==> config.mk <==
export PLATFORM = sky130hd
export DESIGN_NAME = issue_rat_freelist_checkpoint_rr
export DESIGN_NICKNAME = d
export VERILOG_FILES = /design/src/rtl/issue_rat_freelist_checkpoint_rr.sv
export SDC_FILE = /design/constraint.sdc
export NUM_CORES = 1
export LEC_CHECK = 0
export BUFFER_PORTS_ARGS = -buffer_cell sky130_fd_sc_hd__buf_2
export CAP_MARGIN = 20
export CORE_MARGIN = 2
export CORE_UTILIZATION = 42
export DETAILED_ROUTE_END_ITERATION = 7
export SKIP_LAST_GASP = 1
export SLEW_MARGIN = 20
export SYNTH_ARGS = -nofsm -noshare
export SYNTH_HDL_FRONTEND = slang
export SYNTH_SLANG_ARGS = --single-unit
==> constraint.sdc <==
create_clock -name clk -period 4.6 [get_ports clk]
set_input_delay 0.46 -clock clk [delete_from_list [all_inputs] [get_ports clk]]
set_output_delay 0.46 -clock clk [all_outputs]
set_load 0.02 [all_outputs]
==> src/rtl/issue_rat_freelist_checkpoint_rr.sv <==
// Issue-stage RAT free-list checkpoint store.
// BANK_COUNT banks each hold up to BANK_DEPTH PRFs acquired under one FGR.
// A bank is released on commit, or drained on abandon/flush. Drained PRFs
// are returned through a round-robin arbiter across DRAIN banks.
module issue_rat_freelist_checkpoint_rr #(
    parameter int unsigned PRF_WIDTH  = 6,
    parameter int unsigned FGR_WIDTH  = 4,
    parameter int unsigned BANK_COUNT = 4,
    parameter int unsigned BANK_DEPTH = 4
) (
    input  logic                                 clk,
    input  logic                                 reset,
    input  logic                                 i_abandon_valid,
    input  logic [FGR_WIDTH-1:0]                 i_abandon_fgr,
    input  logic                                 i_commit_valid,
    input  logic [FGR_WIDTH-1:0]                 i_commit_fgr,
    input  logic                                 i_flush,
    output logic                                 o_abandoned_valid,
    input  logic                                 i_abandoned_ready,
    output logic [PRF_WIDTH-1:0]                 o_abandoned_prf,
    input  logic                                 i_acquired_valid,
    output logic                                 o_acquired_ready,
    input  logic [FGR_WIDTH-1:0]                 i_acquired_fgr,
    input  logic [PRF_WIDTH-1:0]                 i_acquired_prf,
    output logic [$clog2(BANK_COUNT+1)-1:0]      o_idle_count
);

    localparam int unsigned AW = $clog2(BANK_DEPTH);
    localparam int unsigned PW = AW + 1;
    localparam int unsigned BW = $clog2(BANK_COUNT);
    localparam int unsigned CW = $clog2(BANK_COUNT + 1);

    typedef enum logic [1:0] {
        S_IDLE   = 2'd0,
        S_ACTIVE = 2'd1,
        S_DRAIN  = 2'd2
    } bank_state_e;

    bank_state_e            state_q [BANK_COUNT];
    bank_state_e            state_d [BANK_COUNT];
    logic [FGR_WIDTH-1:0]   tag_q   [BANK_COUNT];
    logic [FGR_WIDTH-1:0]   tag_d   [BANK_COUNT];
    logic [PW-1:0]          wptr_q  [BANK_COUNT];
    logic [PW-1:0]          wptr_d  [BANK_COUNT];
    logic [PW-1:0]          rptr_q  [BANK_COUNT];
    logic [PW-1:0]          rptr_d  [BANK_COUNT];
    logic [BW-1:0]          rr_q;
    logic [BW-1:0]          rr_d;
    logic [PRF_WIDTH-1:0]   mem_q   [BANK_COUNT][BANK_DEPTH];

    logic [BANK_COUNT-1:0]  empty;
    logic [BANK_COUNT-1:0]  full;
    logic [BANK_COUNT-1:0]  match;
    logic                   has_match;
    logic                   has_idle;
    logic [BW-1:0]          match_idx;
    logic [BW-1:0]          idle_idx;
    logic [BW-1:0]          tgt_idx;
    logic                   acq_fire;
    logic                   sel_valid;
    logic [BW-1:0]          sel_idx;
    logic                   pop_fire;
    logic [CW-1:0]          idle_cnt;

    // Per-bank FIFO occupancy and acquire-tag match.
    always_comb begin
        for (int unsigned b = 0; b < BANK_COUNT; b++) begin
            empty[b] = (wptr_q[b] == rptr_q[b]);
            full[b]  = ((wptr_q[b] ^ rptr_q[b]) == {1'b1, {AW{1'b0}}});
            match[b] = (state_q[b] == S_ACTIVE) && (tag_q[b] == i_acquired_fgr);
        end
    end

    // Acquire target: matching ACTIVE bank, otherwise lowest-index IDLE bank.
    always_comb begin
        has_match = 1'b0;
        has_idle  = 1'b0;
        match_idx = '0;
        idle_idx  = '0;
        // Walk from the top so the lowest index is the one left standing.
        for (int unsigned i = 0; i < BANK_COUNT; i++) begin
            if (match[BANK_COUNT-1-i]) begin
                has_match = 1'b1;
                match_idx = BW'(BANK_COUNT-1-i);
            end
            if (state_q[BANK_COUNT-1-i] == S_IDLE) begin
                has_idle = 1'b1;
                idle_idx = BW'(BANK_COUNT-1-i);
            end
        end
        o_acquired_ready = has_match ? !full[match_idx] : has_idle;
        tgt_idx          = has_match ? match_idx : idle_idx;
        acq_fire         = i_acquired_valid && o_acquired_ready;
    end

    // Round-robin pick of the first non-empty DRAIN bank at or after rr.
    always_comb begin
        int unsigned j;
        sel_valid = 1'b0;
        sel_idx   = '0;
        for (int unsigned i = 0; i < BANK_COUNT; i++) begin
            j = 32'(rr_q) + i;
            if (j >= BANK_COUNT) j = j - BANK_COUNT;
            if (!sel_valid && (state_q[j] == S_DRAIN) && !empty[j]) begin
                sel_valid = 1'b1;
                sel_idx   = BW'(j);
            end
        end
        pop_fire          = sel_valid && i_abandoned_ready;
        o_abandoned_valid = sel_valid;
        o_abandoned_prf   = sel_valid ? mem_q[sel_idx][rptr_q[sel_idx][AW-1:0]] : '0;
    end

    // Bank state transitions, pointer updates and arbiter pointer advance.
    always_comb begin
        rr_d = rr_q;
        for (int unsigned b = 0; b < BANK_COUNT; b++) begin
            state_d[b] = state_q[b];
            tag_d[b]   = tag_q[b];
            wptr_d[b]  = wptr_q[b];
            rptr_d[b]  = rptr_q[b];
            unique case (state_q[b])
                S_IDLE: begin
                    if (acq_fire && (tgt_idx == BW'(b))) begin
                        state_d[b] = S_ACTIVE;
                        tag_d[b]   = i_acquired_fgr;
                        wptr_d[b]  = wptr_q[b] + PW'(1);
                    end
                end
                S_ACTIVE: begin
                    // The push lands first; abandon/flush then keeps it for
                    // draining, while a commit clears it along with the bank.
                    if (acq_fire && (tgt_idx == BW'(b)))
                        wptr_d[b] = wptr_q[b] + PW'(1);
                    if (i_flush || (i_abandon_valid && (tag_q[b] == i_abandon_fgr))) begin
                        state_d[b] = S_DRAIN;
                    end else if (i_commit_valid && (tag_q[b] == i_commit_fgr)) begin
                        state_d[b] = S_IDLE;
                        wptr_d[b]  = '0;
                        rptr_d[b]  = '0;
                    end
                end
                S_DRAIN: begin
                    if (empty[b]) begin
                        state_d[b] = S_IDLE;
                        wptr_d[b]  = '0;
                        rptr_d[b]  = '0;
                    end else if (pop_fire && (sel_idx == BW'(b))) begin
                        rptr_d[b] = rptr_q[b] + PW'(1);
                        if ((rptr_q[b] + PW'(1)) == wptr_q[b]) begin
                            state_d[b] = S_IDLE;
                            wptr_d[b]  = '0;
                            rptr_d[b]  = '0;
                        end
                    end
                end
                default: state_d[b] = S_IDLE;
            endcase
        end
        if (pop_fire)
            rr_d = (sel_idx == BW'(BANK_COUNT-1)) ? '0 : sel_idx + BW'(1);
    end

    // Occupancy status for rename throttling.
    always_comb begin
        idle_cnt = '0;
        for (int unsigned b = 0; b < BANK_COUNT; b++)
            if (state_q[b] == S_IDLE) idle_cnt = idle_cnt + CW'(1);
        o_idle_count = idle_cnt;
    end

    // Register bank state, tags, pointers and the arbiter pointer.
    always_ff @(posedge clk) begin
        if (reset) begin
            rr_q <= '0;
            for (int unsigned b = 0; b < BANK_COUNT; b++) begin
                state_q[b] <= S_IDLE;
                tag_q[b]   <= '0;
                wptr_q[b]  <= '0;
                rptr_q[b]  <= '0;
            end
        end else begin
            rr_q <= rr_d;
            for (int unsigned b = 0; b < BANK_COUNT; b++) begin
                state_q[b] <= state_d[b];
                tag_q[b]   <= tag_d[b];
                wptr_q[b]  <= wptr_d[b];
                rptr_q[b]  <= rptr_d[b];
            end
        end
    end

    // PRF storage; contents are only meaningful between the pointers.
    always_ff @(posedge clk) begin
        if (acq_fire)
            mem_q[tgt_idx][wptr_q[tgt_idx][AW-1:0]] <= i_acquired_prf;
    end

endmodule
==> metrics.md <==
| Metric | Value |
|---|---|
| Status | `complete, no violations` |
| Routability cong. | `0.9108` |
| Starting Density | `0.4315` |
| Clk pwr share | `0.412` |
| Synthesized cell area | `8125 µm²` |
| CTS root buffer | `clkbuf_16` |
| Diode count | `0` |
| CTS tree | `yes` |
| Synth Net Count | `roughly 810` |
| Reg power frac | `0.429` |
| Post-synth EDFFs | `96` |
| Num ports | `36` |
| Setup crit start kind | `register` |
| Crit Path Category | `register to primary output` |
| Worst Skew | `between 10 and 15 ps` |
| Iteration-0 DRC count of the detailed router | `around 500` |
| GR Util All Layers | `0.2160` |
| Total wire length | `between 20,000 and 25,000 µm` |
| Worst endpoint required time | `4140 ps` |
| Sink Count | `146` |
| Hold buffers post-CTS | `0` |
| PwrDens | `384.9 nW/µm²` |
| Total gr overflow | `0` |
| Post-route setup slack | `359.1 ps` |
| Sw power | `1.055 mW` |
| Worst reg2reg path startpoint | `state_q[2][0]$_SDFFE_PP0P_` |
| RSZ-0062 raised after global routing | `false` |
| Largest net degree at the start of global routing | `40` |
| P_leak | `approximately 3.4 nW` |
| Worst slew pin tran | `between 900 and 1000 ps` |
| Worst R2R Setup Slack | `roughly 1100 ps` |
| Ys flop type | `edfxtp_1` |
| Endpoints failing setup | `0` |
| # fillers | `between 1,500 and 2,000` |
| FF-to-FF path depth | `10` |
| Clk_lat worst skew | `440 ps` |
| Max rail drop VDD | `0.2695 mV` |
| Fraction of registers with async set/reset | `0` |
| Setup WS pre-CTS | `852.6 ps` |
| Port bufs | `35` |
| WP data arrival | `approximately 3800 ps` |
| Tcrit/Tclk final | `0.9219` |
| Syn avg cell area | `10.72 µm²` |
| DR pass1 iterations | `5` |
| Sw frac | `0.3009` |
| Initial antenna violation count | `0` |
| Routed vias | `roughly 6,000` |
| DPL Wire Length | `approximately 15,000 µm` |
| Nets | `~840` |
| Sequential element share of the synthesized area | `0.4780` |
| Worst-path clk slew | `approximately 70 ps` |
| Synth area leaders | `edfxtp_1, dfxtp_1, mux2i_1` |
| R2r endpoint | `mem_q[0][14]$_DFFE_PP_` |
| Synth unique cells | `74` |
| Worst setup path endpoint | `o_abandoned_prf[1]` |
| CTS HTree Levels | `4` |
| Share of post-route cells with drive strength above 1 | `0.1266` |
| Hold WS | `just over 400 ps` |
| Yosys Warn Count | `0` |
| Longest Clk Path Bufs | `2` |
| Die X | `about 140 µm` |
| Fin. max-slew vios | `0` |
| Die area | `roughly 20,000 µm²` |
| Vias per cell | `approximately 5.7` |
| Synth Instances | `between 700 and 800` |
| Synth area leader | `edfxtp_1` |
| Post-CTS Setup Bufs | `0` |
| DRC Markers | `0` |
| Worst Setup SP | `rptr_q[3][0]$_SDFFE_PP0P_` |
| Die Y-Extent | `143.1 µm` |
| Register area | `roughly 4000 µm²` |
| Area of the multi-input gates | `just under 4000 µm²` |
| Area growth syn-to-layout | `12.13%` |
| Rows | `50` |
| Combinational share of power | `0.159` |
| First-pass GRT wire length | `about 33,000 µm` |
| Antenna-violating nets left | `0` |
| Final min period | `between 4000 and 5000 ps` |
| # Max-Cap Violations | `0` |
| Total CTS buffers | `17` |
| Max_slew headroom | `0.3840` |
| Top cell type's share of synthesized area | `0.3548` |
| Endpoints failing hold | `0` |
| Post-CTS sizing | `0` |
| Number of global-route vias before repair | `between 6,000 and 7,000` |
| HP Class | `input port to register` |
| Crit-path max FO | `33` |
| Setup TNS | `0 ps` |
| Core area | `around 19,000 µm²` |
| FMAX | `235.8 MHz` |
| Pint | `around 2.5 mW` |
| Worst Setup End Kind | `primary output` |
| DR WL/cell | `about 20 µm` |
| Synth Register Bits | `around 150` |
[cell families (layout without fill, tap and decap cells)]
kind of cell | count (synthesis) | count (layout) | share of synthesized area
simple gates | 225 | 225 | 0.1377
compound gates | 150 | 150 | 0.1358
flops | 146 | 146 | 0.4780
xor+xnor | 78 | 78 | 0.08408
mux | 69 | 69 | 0.08592
buf+inv | 62 | 102 | 0.03542
fa+ha+maj | 28 | 28 | 0.04312
[metrics by stage]
step	utilization	instances	cell area, µm²	total power, mW
2_1_floorplan	-	758	8125	1.916
3_3_place_gp	0.4505	1026	8483	2.071
3_5_place_dp	0.4505	1026	8483	2.088
4_1_cts	0.4839	1058	9111	3.533
5_1_grt	0.4839	1058	9111	3.653
6_report	0.4839	1058	9111	3.507
[power groups by stage]
stage / Sequential, mW / Clock [mW] / Combinational [mW]
after global placement: 1.53 / 0 / 0.540
after CTS: 1.50 / 1.47 / 0.559
after floorplan: 1.52 / 0 / 0.396
final: 1.50 / 1.45 / 0.558
after global routing: 1.51 / 1.53 / 0.613
after detailed placement: 1.53 / 0 / 0.556
[routing by layer]
metal | track usage | up-vias | routed length (µm)
li1 | - | 2858 | -
met1 | 0.2563 | 2973 | 9033
met2 | 0.3833 | 158 | 10670
met3 | 0.04125 | 44 | 872
met4 | 0.08807 | 0 | 639
met5 | 0 | - | 0
[critical path, stage by stage, from the launching register on]
cell and delay, ps:
dfxtp_1 540, xnor2_1 240, a311oi_4 440, o32ai_2 200, nor3_4 240, buf_4 430
mux2i_1 620, a221oi_1 110, nor3_1 290, buf_2 220
[cell usage in the layout, fill, tap and decap left out, types with 31 or more instances in the layout]
cell type | synthesis | final
a21oi_1 | 33 | 33
buf_2 | 14 | 35
dfxtp_1 | 50 | 50
edfxtp_1 | 96 | 96
mux2i_1 | 63 | 63
nand2_1 | 62 | 62
nand3_1 | 31 | 31
nor2_1 | 62 | 62
xnor2_1 | 33 | 33
xor2_1 | 45 | 45
[registers in the layout, summed over array words and instances, names as in the netlist]
register  count
mem_q        96
rptr_q       12
rr_q          2
state_q       8
tag_q        16
wptr_q       12
[synth_stat cells, types with 4 or more instances]
cell type  number
nand3b_1        4
clkbuf_1       10
nor2_1         62
a221oi_1       14
a22oi_1         6
buf_2          14
o41ai_1         5
o21ai_0        29
inv_1          29
nor2b_1        11
xor2_1         45
nor3_1         21
nand2_1        62
nand3_1        31
xnor2_1        33
a31oi_1         7
dfxtp_1        50
or3_1           9
buf_6           4
mux2i_1        63
o31ai_1         5
o211ai_1        4
mux2_2          6
a21oi_1        33
a211oi_1        8
ha_1           28
edfxtp_1       96
o21a_1          4
[final cells by class]
cell class / instances / area share
Multi-Input combinational cell: 550 / 0.4339
Sequential cell: 146 / 0.4263
Clock buffer: 17 / 0.04669
Tap cell: 260 / 0.03570
Clock inverter: 15 / 0.02225
Timing Repair Buffer: 38 / 0.02170
Inverter: 32 / 0.01346
[how the worst min path moves through the flow]
stage / startpoint / to / slack [ps] / cells after the start
final: i_acquired_fgr[1] / tag_q[1][1]$_SDFFE_PP0P_ / 410 / 3
after global routing: i_abandoned_ready / rr_q[1]$_SDFFE_PP0P_ / 410 / 3
after CTS: i_abandoned_ready / rr_q[1]$_SDFFE_PP0P_ / 390 / 3
after detailed placement: state_q[3][1]$_SDFFE_PP0P_ / state_q[3][1]$_SDFFE_PP0P_ / 480 / 2
after global placement: state_q[3][1]$_SDFFE_PP0P_ / state_q[3][1]$_SDFFE_PP0P_ / 480 / 2
after floorplan: state_q[3][1]$_SDFFE_PP0P_ / state_q[3][1]$_SDFFE_PP0P_ / 450 / 2
(Power assumes the default switching activity.)
